$ cat config.mk
export PLATFORM = sky130hd
export DESIGN_NAME = iodev_fifo_port
export DESIGN_NICKNAME = d
export VERILOG_FILES = /design/src/rtl/cft_iodev_pkg.sv /design/src/rtl/iodev_sync_fifo.sv /design/src/rtl/iodev_fifo_port.sv
export SDC_FILE = /design/constraint.sdc
export NUM_CORES = 1
export LEC_CHECK = 0
export ABC_AREA = 1
export CELL_PAD_IN_SITES_DETAIL_PLACEMENT = 0
export CELL_PAD_IN_SITES_GLOBAL_PLACEMENT = 1
export CORE_MARGIN = 5
export CORE_UTILIZATION = 49
export CTS_CLUSTER_DIAMETER = 80
export DETAILED_ROUTE_END_ITERATION = 8
export PLACE_DENSITY = 0.75
export SYNTH_ARGS = -nofsm -noshare
export SYNTH_HDL_FRONTEND = slang
export SYNTH_SLANG_ARGS = --single-unit
export TNS_END_PERCENT = 30
$ cat constraint.sdc
create_clock -name clk1 -period 3.4 [get_ports clk1]
set_clock_uncertainty 0.2 [all_clocks]
set_input_delay 0.68 -clock clk1 [delete_from_list [all_inputs] [get_ports clk1]]
set_output_delay 0.68 -clock clk1 [all_outputs]
set_load 0.02 [all_outputs]
$ cat src/rtl/cft_iodev_pkg.sv
// Shared definitions for CFT backplane I/O peripherals: register map,
// STATUS/CTRL bit positions and the decoded write payload.
package cft_iodev_pkg;

    localparam int unsigned DATA_W    = 16;
    localparam int unsigned REG_IDX_W = 2;
    localparam int unsigned CNT_FLD_W = 5;

    typedef enum logic [REG_IDX_W-1:0] {
        REG_DATA   = 2'd0,
        REG_STATUS = 2'd1,
        REG_CTRL   = 2'd2,
        REG_THRESH = 2'd3
    } reg_idx_e;

    localparam int unsigned STAT_EMPTY     = 0;
    localparam int unsigned STAT_FULL      = 1;
    localparam int unsigned STAT_IRQ       = 2;
    localparam int unsigned STAT_STALLED   = 3;
    localparam int unsigned STAT_COUNT_LSB = 8;

    localparam int unsigned CTRL_IRQEN = 0;
    localparam int unsigned CTRL_FLUSH = 1;

    typedef struct packed {
        reg_idx_e            idx;
        logic [DATA_W-1:0]   data;
    } bus_wr_t;

    // Assemble the STATUS read word from its fields.
    function automatic logic [DATA_W-1:0] status_word(
        input logic [CNT_FLD_W-1:0] count,
        input logic                 stalled,
        input logic                 irq,
        input logic                 full,
        input logic                 empty
    );
        logic [DATA_W-1:0] w;
        w                                = '0;
        w[STAT_COUNT_LSB +: CNT_FLD_W]   = count;
        w[STAT_STALLED]                  = stalled;
        w[STAT_IRQ]                      = irq;
        w[STAT_FULL]                     = full;
        w[STAT_EMPTY]                    = empty;
        return w;
    endfunction

endpackage

$ cat src/rtl/iodev_sync_fifo.sv
// Single-clock FIFO with occupancy count, registered full/empty and a
// flush that empties the buffer with priority over push and pop.
module iodev_sync_fifo #(
    parameter int unsigned DEPTH_LOG2 = 4,
    parameter int unsigned WIDTH      = 16
) (
    input  logic                  clk,
    input  logic                  reset,
    input  logic                  push,
    input  logic                  pop,
    input  logic                  flush,
    input  logic [WIDTH-1:0]      wdata,
    output logic [WIDTH-1:0]      rdata,
    output logic [DEPTH_LOG2:0]   count,
    output logic [DEPTH_LOG2:0]   count_next_c,
    output logic                  full,
    output logic                  empty
);

    localparam int unsigned DEPTH = 1 << DEPTH_LOG2;
    localparam int unsigned CNT_W = DEPTH_LOG2 + 1;

    logic [WIDTH-1:0]      r_mem [DEPTH];
    logic [DEPTH_LOG2-1:0] r_wr_ptr;
    logic [DEPTH_LOG2-1:0] r_rd_ptr;
    logic [CNT_W-1:0]      r_count;
    logic                  r_full;
    logic                  r_empty;

    logic                  w_pop;
    logic                  w_push;
    logic [CNT_W-1:0]      w_count_next;

    // Never underflow; only overwrite a full buffer when a slot frees this cycle.
    assign w_pop  = pop & ~r_empty & ~flush;
    assign w_push = push & (~r_full | w_pop) & ~flush;

    always_comb begin
        w_count_next = r_count;
        if (flush) begin
            w_count_next = '0;
        end else if (w_push && !w_pop) begin
            w_count_next = r_count + CNT_W'(1);
        end else if (!w_push && w_pop) begin
            w_count_next = r_count - CNT_W'(1);
        end
    end

    always_ff @(posedge clk) begin
        if (reset || flush) begin
            r_wr_ptr <= '0;
            r_rd_ptr <= '0;
            r_count  <= '0;
            r_full   <= 1'b0;
            r_empty  <= 1'b1;
        end else begin
            if (w_push) r_wr_ptr <= r_wr_ptr + DEPTH_LOG2'(1);
            if (w_pop)  r_rd_ptr <= r_rd_ptr + DEPTH_LOG2'(1);
            r_count <= w_count_next;
            r_full  <= (w_count_next == CNT_W'(DEPTH));
            r_empty <= (w_count_next == '0);
        end
    end

    // Storage is not reset; the pointers and count alone define contents.
    always_ff @(posedge clk) begin
        if (w_push && !reset) begin
            r_mem[r_wr_ptr] <= wdata;
        end
    end

    assign rdata        = r_mem[r_rd_ptr];
    assign count        = r_count;
    assign count_next_c = w_count_next;
    assign full         = r_full;
    assign empty        = r_empty;

endmodule

$ cat src/rtl/iodev_fifo_port.sv
// Backplane I/O peripheral: decodes a 4-register block, buffers DATA writes
// into a FIFO streamed to a local consumer, stalls the bus when full and
// raises a level interrupt when the fill level drops to a threshold.
module iodev_fifo_port
    import cft_iodev_pkg::*;
#(
    parameter logic [7:0]  BASE_ADDR  = 8'h10,
    parameter int unsigned DEPTH_LOG2 = 4
) (
    input  logic                clk1,
    input  logic                reset,
    input  logic                niodev,
    input  logic                nio,
    input  logic                nr,
    input  logic                nw,
    input  logic [7:0]          ab_lo,
    input  logic [DATA_W-1:0]   db_in,
    output logic [DATA_W-1:0]   db_out,
    output logic                db_oe,
    output logic                nws_drv,
    output logic                irq_drv,
    output logic [DATA_W-1:0]   out_data,
    output logic                out_valid,
    input  logic                out_ready
);

    localparam int unsigned DEPTH = 1 << DEPTH_LOG2;
    localparam int unsigned CNT_W = DEPTH_LOG2 + 1;
    localparam int unsigned TH_W  = CNT_FLD_W;

    typedef enum logic {
        S_RUN   = 1'b0,
        S_STALL = 1'b1
    } stall_state_e;

    stall_state_e          r_state;
    stall_state_e          w_state_next;

    logic                  r_nw_q;
    logic [DATA_W-1:0]     r_pending;
    logic                  r_irq_en;
    logic [TH_W-1:0]       r_thresh;
    logic                  r_irq_drv;

    logic                  w_sel;
    logic                  w_wr;
    bus_wr_t               w_bus;
    logic                  w_wr_data;
    logic                  w_wr_ctrl;
    logic                  w_wr_thresh;
    logic                  w_flush;
    logic                  w_pop;
    logic                  w_push;
    logic [DATA_W-1:0]     w_push_data;
    logic                  w_latch_pending;
    logic                  w_irq_en_next;
    logic [TH_W-1:0]       w_th_in;

    logic [DATA_W-1:0]     w_head;
    logic [CNT_W-1:0]      w_count;
    logic [CNT_W-1:0]      w_count_next;
    logic                  w_full;
    logic                  w_empty;

    // Bus decode; a write fires only on the falling edge of the strobe.
    assign w_sel       = ~niodev & ~nio & (ab_lo[7:2] == BASE_ADDR[7:2]);
    assign w_wr        = w_sel & ~nw & r_nw_q;
    assign w_bus       = '{idx: reg_idx_e'(ab_lo[1:0]), data: db_in};
    assign w_wr_data   = w_wr & (w_bus.idx == REG_DATA);
    assign w_wr_ctrl   = w_wr & (w_bus.idx == REG_CTRL);
    assign w_wr_thresh = w_wr & (w_bus.idx == REG_THRESH);
    assign w_flush     = w_wr_ctrl & w_bus.data[CTRL_FLUSH];
    assign w_pop       = ~w_empty & out_ready;

    always_ff @(posedge clk1) begin
        if (reset) r_nw_q <= 1'b1;
        else       r_nw_q <= nw;
    end

    always_ff @(posedge clk1) begin
        if (reset) r_state <= S_RUN;
        else       r_state <= w_state_next;
    end

    // Stall control: a DATA write into a full FIFO parks the word until a pop.
    always_comb begin
        w_state_next    = r_state;
        w_push          = 1'b0;
        w_push_data     = w_bus.data;
        w_latch_pending = 1'b0;
        if (w_flush) begin
            w_state_next = S_RUN;
        end else begin
            case (r_state)
                S_RUN: begin
                    if (w_wr_data) begin
                        if (!w_full || w_pop) begin
                            w_push = 1'b1;
                        end else begin
                            w_latch_pending = 1'b1;
                            w_state_next    = S_STALL;
                        end
                    end
                end
                S_STALL: begin
                    if (w_pop) begin
                        w_push       = 1'b1;
                        w_push_data  = r_pending;
                        w_state_next = S_RUN;
                    end
                end
                default: w_state_next = S_RUN;
            endcase
        end
    end

    always_ff @(posedge clk1) begin
        if (reset || w_flush) r_pending <= '0;
        else if (w_latch_pending) r_pending <= w_bus.data;
    end

    assign w_irq_en_next = w_wr_ctrl ? w_bus.data[CTRL_IRQEN] : r_irq_en;
    assign w_th_in       = w_bus.data[TH_W-1:0];

    always_ff @(posedge clk1) begin
        if (reset) begin
            r_irq_en  <= 1'b0;
            r_thresh  <= '0;
            r_irq_drv <= 1'b0;
        end else begin
            r_irq_en  <= w_irq_en_next;
            if (w_wr_thresh) begin
                if (32'(w_th_in) > DEPTH) r_thresh <= TH_W'(DEPTH);
                else                      r_thresh <= w_th_in;
            end
            r_irq_drv <= w_irq_en_next & (32'(w_count_next) <= 32'(r_thresh));
        end
    end

    iodev_sync_fifo #(
        .DEPTH_LOG2 (DEPTH_LOG2),
        .WIDTH      (DATA_W)
    ) u_fifo (
        .clk          (clk1),
        .reset        (reset),
        .push         (w_push),
        .pop          (w_pop),
        .flush        (w_flush),
        .wdata        (w_push_data),
        .rdata        (w_head),
        .count        (w_count),
        .count_next_c (w_count_next),
        .full         (w_full),
        .empty        (w_empty)
    );

    // Register read mux; DATA is write-only and reads back as zero.
    always_comb begin
        db_out = '0;
        case (w_bus.idx)
            REG_DATA:   db_out = '0;
            REG_STATUS: db_out = status_word(CNT_FLD_W'(w_count), (r_state == S_STALL),
                                             r_irq_drv, w_full, w_empty);
            REG_CTRL:   db_out = {15'b0, r_irq_en};
            REG_THRESH: db_out = {11'b0, r_thresh};
            default:    db_out = '0;
        endcase
    end

    assign db_oe     = w_sel & ~nr;
    assign nws_drv   = (r_state == S_STALL);
    assign irq_drv   = r_irq_drv;
    assign out_data  = w_head;
    assign out_valid = ~w_empty;

endmodule

---- Word level (Yosys, flattened, before mapping) ----
Memories as Yosys holds them, arrays and structs flattened. A register that Yosys moved wholly into a read port is not among the register bits.
Cells that the tools add are included.
cells by class
  $add $sub $neg .......................... 4
  order comparisons ....................... 2
  equality and inequality tests ........... 5
  multiplexer cells ....................... 24
  bitwise gates (word level) .............. 24
  reduce and logical (&&, ||, !) cells .... 12
operators by type and width
  operator                                                                number
  16-bit one-hot mux with 4 select lines                                  1
  16-bit 2-to-1 mux                                                       3
  5-bit 2-to-1 mux                                                        4
  1-bit AND                                                               15
  1-bit 2-to-1 mux                                                        12
  4-bit by 1-bit adder with 4-bit output (second input constant)          2
  4-bit 2-to-1 mux                                                        2
  1-bit NOT                                                               8
  6-bit by 3-bit equality test with 1-bit output (second input constant)  1
  5-bit by 1-bit adder with 5-bit output (second input constant)          1
  5-bit equality test (second input constant)                             1
  5-bit greater-than comparator (second input constant)                   1
  5-bit <= comparator                                                     1
  5-bit zero test                                                         1
  5-bit by 1-bit subtractor with 5-bit output (second input constant)     1
  2-bit equality test (second input constant)                             2
  1-bit zero test                                                         4
  1-bit one-hot mux with 2 select lines                                   2
  1-bit logical AND                                                       3
  2-bit by 1-bit equality test with 1-bit output (second input constant)  1
  2-bit zero test                                                         1
  1-bit logical OR                                                        2
  2-bit OR reduction                                                      1
  1-bit bitwise OR                                                        1
word-level totals
  flip-flop bits (word level) ............. 40
  memory bits (writable) .................. 256
  logic and storage cells ................. 83
  memories ................................ 1
memories
  name          words  width  read ports  clocked after Yosys merged registers in  write ports  RTL line               source
  u_fifo.r_mem  16     16     1           1                                        1            iodev_sync_fifo.sv:23  logic [WIDTH-1:0] r_mem [DEPTH];

---- Longest topological paths before layout ----
  depth after elaboration ................. 19
  depth in mapped cells ................... 19
  gate-level depth less buffers ........... 19

---- By module ----
Synthesis repeated with hierarchy kept, for this count alone.
unflattened totals
  cell total of the unflattened synthesis .. 1111
  area, all modules ....................... 13013.7 sq um
by module, submodules not included
  module           times used  cells an instance  area an instance (sq um)
  iodev_sync_fifo  1           840                11320.9
  iodev_fifo_port  1           271                1692.9

---- Worst setup path after synthesis ----
OpenSTA, ideal clock, no wires.
  path type ............................... in2reg
  from .................................... in ab_lo[7]
  to ...................................... mem u_fifo.r_mem[0][0] (enable)
  arrival time ............................ 2.329 ns
  data required time ...................... 2.812 ns
  slack ................................... 0.483 ns
  cell stages on the path ................. 9
  path buffers ............................ 0
  cells stage by stage .................... nor2_1 > nand2_1 > nor2_4 > nand3_2 > nand2_4 > nand2_8 > nor2_1 > nand2_1 > nor2_1
between the ends
  longest elaborated chain between the ends .. 14
RTL lines
  item                                                RTL line                                      source
  start, declared                                     iodev_fifo_port.sv:16                         input logic [7:0] ab_lo,
  6-bit by 3-bit equality test with 1-bit output (*)  iodev_fifo_port.sv:66                         assign w_sel = ~niodev & ~nio & (ab_lo[7:2] == BASE_ADDR[7:2]);
  1-bit AND (*)                                       iodev_fifo_port.sv:66
  1-bit AND (*) (2 in a row)                          iodev_fifo_port.sv:67                         assign w_wr = w_sel & ~nw & r_nw_q;
  1-bit AND                                           iodev_fifo_port.sv:70                         assign w_wr_ctrl = w_wr & (w_bus.idx == REG_CTRL);
  1-bit AND                                           iodev_fifo_port.sv:72                         assign w_flush = w_wr_ctrl & w_bus.data[CTRL_FLUSH];
  1-bit NOT                                           iodev_sync_fifo.sv:35, iodev_sync_fifo.sv:36
  1-bit AND                                           iodev_sync_fifo.sv:35                         assign w_pop = pop & ~r_empty & ~flush;
  1-bit bitwise OR                                    iodev_sync_fifo.sv:36                         assign w_push = push & (~r_full | w_pop) & ~flush;
  1-bit AND                                           iodev_sync_fifo.sv:36
  1-bit AND (*)                                       iodev_sync_fifo.sv:36
  1-bit logical AND (*)                               iodev_sync_fifo.sv:67                         if (w_push && !reset) begin
  1-bit 2-to-1 mux (*)                                iodev_sync_fifo.sv:67
  1-bit 2-to-1 mux (implied by the code) (*)          iodev_sync_fifo.sv:68                         r_mem[r_wr_ptr] <= wdata;
  end, declared                                       iodev_sync_fifo.sv:23
Mark *: on every way between the ends. The rest lies on a longest branch, timed or not.

==> impl_metrics.json <==
{
  "design.core.area_mm2": 0.0253,
  "drv_cap": 0,
  "yosys_warnings": 0,
  "endpoint_kind": "output port",
  "start_kind": "flip-flop",
  "cts_root_buffer": "clkbuf_16",
  "die_y_um": 171,
  "hold_ws_ps": 275,
  "n_antenna_cell": 0,
  "drive_gt1_frac": 0.139,
  "area_growth_pct": 20.3,
  "setup_tns_ps": 0,
  "start_util": 0.500,
  "synth_top_family_by_area": "compound AO/OA/AOI/OAI gates",
  "synth-xor-area-share": 0.00415,
  "synth_edf_count": 256,
  "hold_buffers": 0,
  "rsz0062_at_grt": "false",
  "ant_nets": 0,
  "synthSimpleGateAreaFrac": 0.0756,
  "fmax_mhz": 303,
  "place_congestion": 0.840,
  "routed_wirelength_um": 30100,
  "antenna_found_initial": 0,
  "cts_tree": "built",
  "first_global_vias": 8142,
  "numPortBuffers": 60,
  "dp_hpwl_um": 18600,
  "synth_mux_area_frac": 0.0505,
  "leakagePower_nw": 5.41,
  "via_count": 8179,
  "critPathMaxFanout": 33,
  "die_w_um": 171,
  "ir_worst_vdd_mv": 0.349,
  "drc_errors": 0,
  "dieArea_mm2": 0.0292,
  "status": "complete, no violations",
  "hold_viol": 0,
  "htreeDepth": 1,
  "ios": 67,
  "clkTransAtPathRegs_ps": 60,
  "syn_avg_cell_area_um2": 12.3,
  "synth.top_cells.by_area": "edfxtp_1 (61%), dfxtp_1 (6.9%), mux2i_1 (5.1%)",
  "initialDrtViolationCount": 768,
  "grt_pass1_wl_um": 47000,
  "drt-vias-per-instance": 5.47,
  "rows": 58,
  "ys_ff_latch": 300,
  "min_period_ps": 3300,
  "netlist.top_cell.by_area": "edfxtp_1",
  "clkLatencyLatePin_ps": 560,
  "synth_compound_area_frac": 0.125,
  "detail_route.wl_per_cell_um": 20.1,
  "ys_types": 42,
  "synthAdderAreaFrac": 0.0118,
  "drv_slew": 0,
  "synthFlopType": "edfxtp_1",
  "synth_top_cell_area_share": 0.606,
  "grt-ovfl-total": 0,
  "grt_start_max_net_pins": 49,
  "track_usage": 0.209,
  "syn_area_mm2": 0.0127,
  "syn_inst": 1027,
  "synthTopCellsByCount": "edfxtp_1 (256), inv_1 (114), o21ai_0 (100), a21oi_1 (76)",
  "cts.sinks": 300,
  "ys_seq_area_frac": 0.676,
  "hold_depth": 2,
  "cts_buffer_depth": 3,
  "p_per_area_mw_per_mm2": 535,
  "final_nets": 1184,
  "ys_async_sr_fraction": 0,
  "setup_violations": 0,
  "criticalPathCategory": "flip-flop to output port",
  "synth.most_common_cell": "edfxtp_1",
  "firstDrtPassIters": 5,
  "critical_path_required_ps": 2520,
  "cts_buffers": 31,
  "rr_worst_depth": 10,
  "final_util": 0.602,
  "hold_path.class": "flip-flop to flip-flop",
  "fin_crit_sh": 0.970,
  "critPathArrivalTime_ps": 2420
}
-- stage by stage --
step / instance area (µm²) / total power (W) / std cells / setup slack [ps]
final: 15300 / 0.00816 / 1495 / 101
after global routing: 15300 / 0.00847 / 1495 / 16.1
after global placement: 14200 / 0.00509 / 1432 / 71.3
after CTS: 15200 / 0.00821 / 1492 / -54.0
after floorplan: 12700 / 0.00476 / 1032 / 483
after detailed placement: 14200 / 0.00509 / 1432 / 51.0
-- layout make-up --
cell class | instances | area [µm²]
Clock inverter | 18 | 121
Timing Repair Buffer | 135 | 1430
Sequential cell | 300 | 8580
Clock buffer | 39 | 806
Multi-Input combinational cell | 553 | 3450
Inverter | 120 | 458
Tap cell | 330 | 413
Fill cell | 2025 | 10100
-- cells by family (layout without fill, tap and decap cells) --
logic type,after synthesis,in the layout
xor gates and xnor gates,6,6
AOI/OAI and AO/OA,269,269
other,1,6
muxes,64,64
adders and majority gates,12,12
buffers and inverters,179,312
DFF,300,300
and+or+nand+nor,196,196
-- where the power goes --
part           total (W)  switching, W  internal [W]
sequential       0.00403     0.0000255       0.00401
clock            0.00310       0.00135       0.00175
combinational    0.00103      0.000620      0.000413
-- path summary, 6_finish.rpt --
path	end	startpoint	slack (ps)
setup / recovery	out_data[15]	flip-flop	100
hold / removal	flip-flop	u_fifo.r_rd_ptr[2]$_SDFFE_PP0P_	270
setup reg to reg	u_fifo.r_mem[4][4]$_DFFE_PP_	u_fifo.empty$_SDFF_PP1_	940
hold reg to reg	flip-flop	u_fifo.r_rd_ptr[2]$_SDFFE_PP0P_	270
-- metal layers --
metal | GRT usage | up-vias | wire length (µm)
met2 | 0.345 | 249 | 14400
met5 | 0 | - | 0
met4 | 0.0434 | 0 | 401
li1 | - | 3940 | -
met1 | 0.299 | 3948 | 13400
met3 | 0.0326 | 42 | 1950
-- layout by cell type (no fill, tap or decap), types with 8 or more instances in the layout --
cell type and count:
clkbuf_1 8, a211oi_1 19, dfxtp_1 41, nor2_1 46, nor2_2 20, buf_12 12
nand3_1 35, mux2i_1 64, ha_1 12, clkbuf_16 31, clkdlybuf4s50_1 44, edfxtp_1 256
clkinv_1 10, dlygate4sd2_1 9, o211ai_1 66, nand2_1 66, a21oi_1 76, o21ai_0 100
buf_4 56, inv_1 114
-- sequential cells by signal (all words and copies together) (netlist names), 4 cells and up, named ones only --
| register | flops |
|---|---|
| u_fifo.r_rd_ptr | 4 |
| u_fifo.count | 5 |
| r_pending | 16 |
| u_fifo.r_wr_ptr | 4 |
| r_thresh | 5 |
| u_fifo.r_mem | 256 |
-- repair_timing --
action | CTS | global route
setup buffers | 0 | 3
setup endpoints to repair | 16 | 6
cloned | 3 | 0
endpoints found under the hold margin | 0 | 0
resized for setup | 16 | 8
-- worst max-delay path, stage by stage, from the launching register on --
cell	delay, ps
dfxtp_4	430
buf_4	160
buf_16	200
mux2i_1	190
o21ai_0	90
o211ai_1	260
nand2_1	150
dlygate4sd2_1	350
Note: power is estimated with default switching activity, not from simulation.
